$ cat config.mk
export PLATFORM = sky130hd
export DESIGN_NAME = sdram_word_bridge
export DESIGN_NICKNAME = d
export VERILOG_FILES = /design/src/rtl/sdram_word_bridge_pkg.sv /design/src/rtl/sdram_word_bridge.sv
export SDC_FILE = /design/constraint.sdc
export NUM_CORES = 1
export LEC_CHECK = 0
export BUFFER_PORTS_ARGS = -buffer_cell sky130_fd_sc_hd__buf_2
export CORE_UTILIZATION = 45
export CTS_CLUSTER_DIAMETER = 150
export CTS_CLUSTER_SIZE = 25
export DETAILED_ROUTE_END_ITERATION = 8
export PLACE_DENSITY = 0.7
export REMOVE_ABC_BUFFERS = 1
export SYNTH_ARGS = -nofsm -noshare
export SYNTH_HDL_FRONTEND = slang
export SYNTH_SLANG_ARGS = --single-unit
$ cat constraint.sdc
create_clock -name sys_clk -period 4.7 [get_ports sys_clk]
set_input_delay 0.235 -clock sys_clk [delete_from_list [all_inputs] [get_ports sys_clk]]
set_output_delay 0.235 -clock sys_clk [all_outputs]
set_load 0.05 [all_outputs]
$ cat src/rtl/sdram_word_bridge_pkg.sv
// Shared constants for the CPU-to-SDRAM word bridge: state encodings, address widths
// and the halfword-select bit values.
package sdram_word_bridge_pkg;

  localparam int CPU_AW_DEF   = 23;
  localparam int SDRAM_AW_DEF = 22;

  typedef enum logic [1:0] {
    ST_IDLE = 2'd0,
    ST_LO   = 2'd1,
    ST_HI   = 2'd2,
    ST_DONE = 2'd3
  } state_t;

  localparam logic HALF_LO = 1'b0;
  localparam logic HALF_HI = 1'b1;

endpackage

$ cat src/rtl/sdram_word_bridge.sv
// Splits one 32-bit CPU load/store into up to two 16-bit controller accesses, low half first.
// state | meaning
// IDLE  | waiting for cpu_req, latches the request when seen
// LO    | low halfword access at H, held until the controller's done pulse
// HI    | high halfword access at H+1, held until the controller's done pulse
// DONE  | one-cycle cpu_ready with the assembled read word
module sdram_word_bridge
  import sdram_word_bridge_pkg::*;
#(
  parameter int CPU_AW     = CPU_AW_DEF,
  parameter int SDRAM_AW   = SDRAM_AW_DEF,
  parameter bit SKIP_EMPTY = 1'b1
) (
  input  logic                sys_clk,
  input  logic                rstn,
  input  logic                cpu_req,
  input  logic                cpu_we,
  input  logic [CPU_AW-1:0]   cpu_addr,
  input  logic [3:0]          cpu_wstrb,
  input  logic [31:0]         cpu_wdata,
  output logic [31:0]         cpu_rdata,
  output logic                cpu_ready,
  output logic                cpu_busy,
  output logic [SDRAM_AW-1:0] avl_addr,
  output logic [1:0]          avl_byte_en,
  output logic                avl_WRITEen,
  output logic                avl_READen,
  output logic [15:0]         avl_WRDATA,
  input  logic [15:0]         avl_RDDATA,
  input  logic                avl_req_wait
);

  state_t              state, state_n;
  logic                we_q, we_n;
  logic [3:0]          wstrb_q, wstrb_n;
  logic [31:0]         wdata_q, wdata_n;
  logic [SDRAM_AW-1:0] base_q, base_n;
  logic                req_take;
  logic                access_done;

  logic [SDRAM_AW-1:0] addr_d;
  logic [1:0]          be_d;
  logic [15:0]         wrdata_d;
  logic                wr_en_d, rd_en_d, ready_d, busy_d;
  logic [31:0]         rdata_d;

  logic                unused_addr_lsbs;
  assign unused_addr_lsbs = ^cpu_addr[1:0];

  assign req_take    = (state == ST_IDLE) && cpu_req;
  assign access_done = !avl_req_wait;

  // Next request fields: the latch updates on the accept edge, so outputs must see inputs then.
  always_comb begin
    we_n    = req_take ? cpu_we    : we_q;
    wstrb_n = req_take ? cpu_wstrb : wstrb_q;
    wdata_n = req_take ? cpu_wdata : wdata_q;
    base_n  = req_take ? SDRAM_AW'({cpu_addr[CPU_AW-1:2], HALF_LO}) : base_q;
  end

  always_comb begin
    state_n = state;
    unique case (state)
      ST_IDLE: begin
        if (cpu_req) begin
          if (!cpu_we || (cpu_wstrb[1:0] != 2'b00) || !SKIP_EMPTY) state_n = ST_LO;
          else if (cpu_wstrb[3:2] != 2'b00)                         state_n = ST_HI;
          else                                                      state_n = ST_DONE;
        end
      end
      ST_LO: begin
        if (access_done) begin
          if (we_q && (wstrb_q[3:2] == 2'b00) && SKIP_EMPTY) state_n = ST_DONE;
          else                                               state_n = ST_HI;
        end
      end
      ST_HI:   if (access_done) state_n = ST_DONE;
      ST_DONE: state_n = ST_IDLE;
      default: state_n = ST_IDLE;
    endcase
  end

  // Registered outputs are computed from the next state, so enables change on the done edge.
  always_comb begin
    addr_d   = avl_addr;
    be_d     = avl_byte_en;
    wrdata_d = avl_WRDATA;
    wr_en_d  = 1'b0;
    rd_en_d  = 1'b0;
    ready_d  = 1'b0;
    rdata_d  = cpu_rdata;
    if ((state == ST_LO) && access_done) rdata_d[15:0]  = avl_RDDATA;
    if ((state == ST_HI) && access_done) rdata_d[31:16] = avl_RDDATA;
    unique case (state_n)
      ST_LO: begin
        addr_d   = base_n;
        be_d     = we_n ? wstrb_n[1:0] : 2'b11;
        wrdata_d = wdata_n[15:0];
        wr_en_d  = we_n;
        rd_en_d  = !we_n;
      end
      ST_HI: begin
        addr_d   = {base_n[SDRAM_AW-1:1], HALF_HI};
        be_d     = we_n ? wstrb_n[3:2] : 2'b11;
        wrdata_d = wdata_n[31:16];
        wr_en_d  = we_n;
        rd_en_d  = !we_n;
      end
      ST_DONE: ready_d = 1'b1;
      default: ;
    endcase
    busy_d = (state_n != ST_IDLE);
  end

  always_ff @(posedge sys_clk or negedge rstn) begin
    if (!rstn) begin
      state       <= ST_IDLE;
      we_q        <= 1'b0;
      wstrb_q     <= '0;
      wdata_q     <= '0;
      base_q      <= '0;
      avl_addr    <= '0;
      avl_byte_en <= '0;
      avl_WRDATA  <= '0;
      avl_WRITEen <= 1'b0;
      avl_READen  <= 1'b0;
      cpu_ready   <= 1'b0;
      cpu_busy    <= 1'b0;
      cpu_rdata   <= '0;
    end else begin
      state       <= state_n;
      we_q        <= we_n;
      wstrb_q     <= wstrb_n;
      wdata_q     <= wdata_n;
      base_q      <= base_n;
      avl_addr    <= addr_d;
      avl_byte_en <= be_d;
      avl_WRDATA  <= wrdata_d;
      avl_WRITEen <= wr_en_d;
      avl_READen  <= rd_en_d;
      cpu_ready   <= ready_d;
      cpu_busy    <= busy_d;
      cpu_rdata   <= rdata_d;
    end
  end

endmodule

==> impl_metrics.json <==
{
  "outcome": "complete, no violations",
  "drt_iter0_drc": 209,
  "cts-root-buf": "clkbuf_16",
  "final_area_um2": 7290,
  "post-cts-setup-buffer-count": 0,
  "critPathMaxStageDelay_ns": 0.85,
  "drive_above_1_share_pct": 42.7,
  "worst-path-stages": 8,
  "yosysUniqueCellTypes": 33,
  "area_delta_synth_final_pct": 25.3,
  "top_layer_used": "met4",
  "finClkSkew_ns": 0.00886,
  "cpMostUsedCell": "buf_4",
  "worstSetupStartpoint": "state[0]",
  "drc": 0,
  "ys_async_sr_fraction_pct": 100,
  "min-delay-start": "cpu_wdata[10]",
  "route.met3.wl_mm": 1.08,
  "cp_top_family": "adder cells",
  "dp_slack_ns": 1.72,
  "num_rows": 41,
  "postPlaceCellArea_um2": 6690,
  "via_per_inst": 5.09,
  "hold_depth": 3,
  "initial_utilization_pct": 46.1,
  "antenna_found_initial": 0,
  "worst_slack_ns": 1.74,
  "ctsResizeCount": 0,
  "syn_area_um2": 5820,
  "finalMaxSlewViolations": 0,
  "cts_tree": "yes",
  "syn_area_per_cell_um2": 12.1,
  "cts-buffers-inserted": 17,
  "path_cells": "nor3b_2 > buf_4 > o21bai_1 > ha_2 > buf_4 > nor2b_1 > a211oi_1 > o31ai_1",
  "portBuffers": 153,
  "startpoint_type": "flip-flop",
  "cts_hold_buf": 1,
  "clk_path_buf_depth": 2,
  "layout_common_cells": "buf_2, dfrtp_1, nand2_1",
  "hp-class": "input pin to flip-flop",
  "antenna_left": 0,
  "finalSetupTns_ns": 0,
  "crit_buf_inv": 2,
  "htreeDepth": 4,
  "reg2reg_to": "avl_WRDATA[15]",
  "grt_usage_pct": 19.8,
  "dr.pass1.iters": 5,
  "cp-endpoint": "avl_WRDATA[15]",
  "cp-end-kind": "flip-flop",
  "ys_seq_elements": 137,
  "worstSetupPathType": "flip-flop to flip-flop",
  "gp_congestion": 0.736,
  "critical_path_arrival_ns": 3.23,
  "setup_viol": 0,
  "hold_viol_final": 0,
  "die_w_um": 116,
  "clk_latency_ns": 0.41,
  "clock-sinks": 137,
  "grt_max_degree": 85,
  "avgRoutedWirePerCell_um": 15.2,
  "core_um2": 12600,
  "ys.flop_type": "dfrtp_1",
  "grt_pass1_vias": 4257,
  "max_freq_mhz": 338,
  "synth_edf_count": 0,
  "cap_viol_max_count": 0,
  "die_h_um": 116,
  "r2r_setup_slack_ns": 1.74,
  "worst_path_max_delay_cell": "ha_2",
  "tightest_slew_ns": 0.902,
  "grt_pass1_wl_mm": 20.4,
  "syn_inst": 480,
  "ys_seq_area_share_pct": 58.9,
  "reg2reg_from": "state[0]",
  "finalWirelength_mm": 12.4,
  "grt_setup_unrepaired": "false",
  "nNetsFinal": 711,
  "io_pins": 156,
  "wl_met1_mm": 5.16,
  "grt_overflow": 0,
  "vias": 4142,
  "timing.final.crit_share_pct": 63.0,
  "post-dp-hpwl_mm": 8.27,
  "max-slew-margin-rel_pct": 39.9,
  "period_needed_ns": 2.96,
  "die_area_um2": 13400,
  "path_max_fanout": 48,
  "final_common_cell": "buf_2",
  "ys_warn_count": 0,
  "wl_met2_mm": 6.03,
  "r2r_cells": 8,
  "worstPathRequired_ns": 4.96,
  "antenna_cells": 0,
  "clk_pin_slew_worst_paths_ns": 0.06
}
==> how the worst min path moves through the flow <==
| stage | end | slack, ns |
|---|---|---|
| detailed placement | avl_addr[9] | 0.34 |
| global placement | base_q[5] | 0.32 |
| floorplan | avl_READen | -0.06 |
| CTS | wdata_q[10] | 0.02 |
| finish | wdata_q[10] | 0.03 |
| global route | wdata_q[10] | 0.02 |
==> cell type report <==
class | count | area [µm²]
Multi-Input combinational cell | 307 | 2210
Clock buffer | 25 | 526
Sequential cell | 137 | 3430
Clock inverter | 7 | 62.6
Timing Repair Buffer | 161 | 835
Tap cell | 172 | 215
Inverter | 4 | 15.0
Fill cell | 1060 | 5330
==> cells in the mapped netlist, types with 2 or more instances <==
cell	instances	area [µm²]
dfrtp_1	137	3430
nand2_1	124	465
mux2_2	57	642
nor2b_1	33	206
a211oi_1	31	233
mux2_4	19	285
clkbuf_1	16	60.1
o31ai_1	15	113
buf_2	11	55.1
inv_1	4	15.0
ha_1	3	37.5
nor3b_1	3	22.5
a2111oi_0	2	17.5
a221oi_1	2	17.5
buf_12	2	40.0
buf_6	2	22.5
mux2i_1	2	20.0
nor2_1	2	7.51
==> through the flow <==
stage | hold slack, ns | std cells | util [%]
finish | 0.0317 | 813 | 57.8
detailed placement | 0.336 | 780 | 53.0
global placement | 0.321 | 780 | 53.0
CTS | 0.0186 | 813 | 57.8
floorplan | -0.0606 | 448 | -
global route | 0.0217 | 813 | 57.8
==> cell families after synthesis <==
kind of cell	synth area share, %
AOI/OAI and AO/OA	7.57
adders and majority gates	0.645
buffers and inverters	3.38
DFF	58.9
muxes	16.7
and+or+nand+nor	12.8
==> worst reg2reg max path: stages (launching register included) <==
cell and delay (ns):
dfrtp_1 0.49, nor3b_2 0.21, buf_4 0.27, o21bai_1 0.22
ha_2 0.85, buf_4 0.40, nor2b_1 0.07, a211oi_1 0.21
o31ai_1 0.10
==> sequential cells by signal (all words and copies together), names as in the netlist <==
name / flops
cpu_rdata: 32
wdata_q: 32
avl_addr: 22
base_q: 22
avl_WRDATA: 16
wstrb_q: 4
avl_byte_en: 2
state: 2
avl_READen: 1
avl_WRITEen: 1
cpu_busy: 1
cpu_ready: 1
we_q: 1
==> metal layers <==
metal | up-vias | track usage, %
met5 | - | 0
met4 | 0 | 6.50
met3 | 10 | 7.79
met2 | 145 | 33.9
met1 | 2041 | 22.8
li1 | 1946 | -
Power is left out: the tool's default activity adds up to more than one toggle a clock period on the data nets, which glitch-free logic cannot reach.
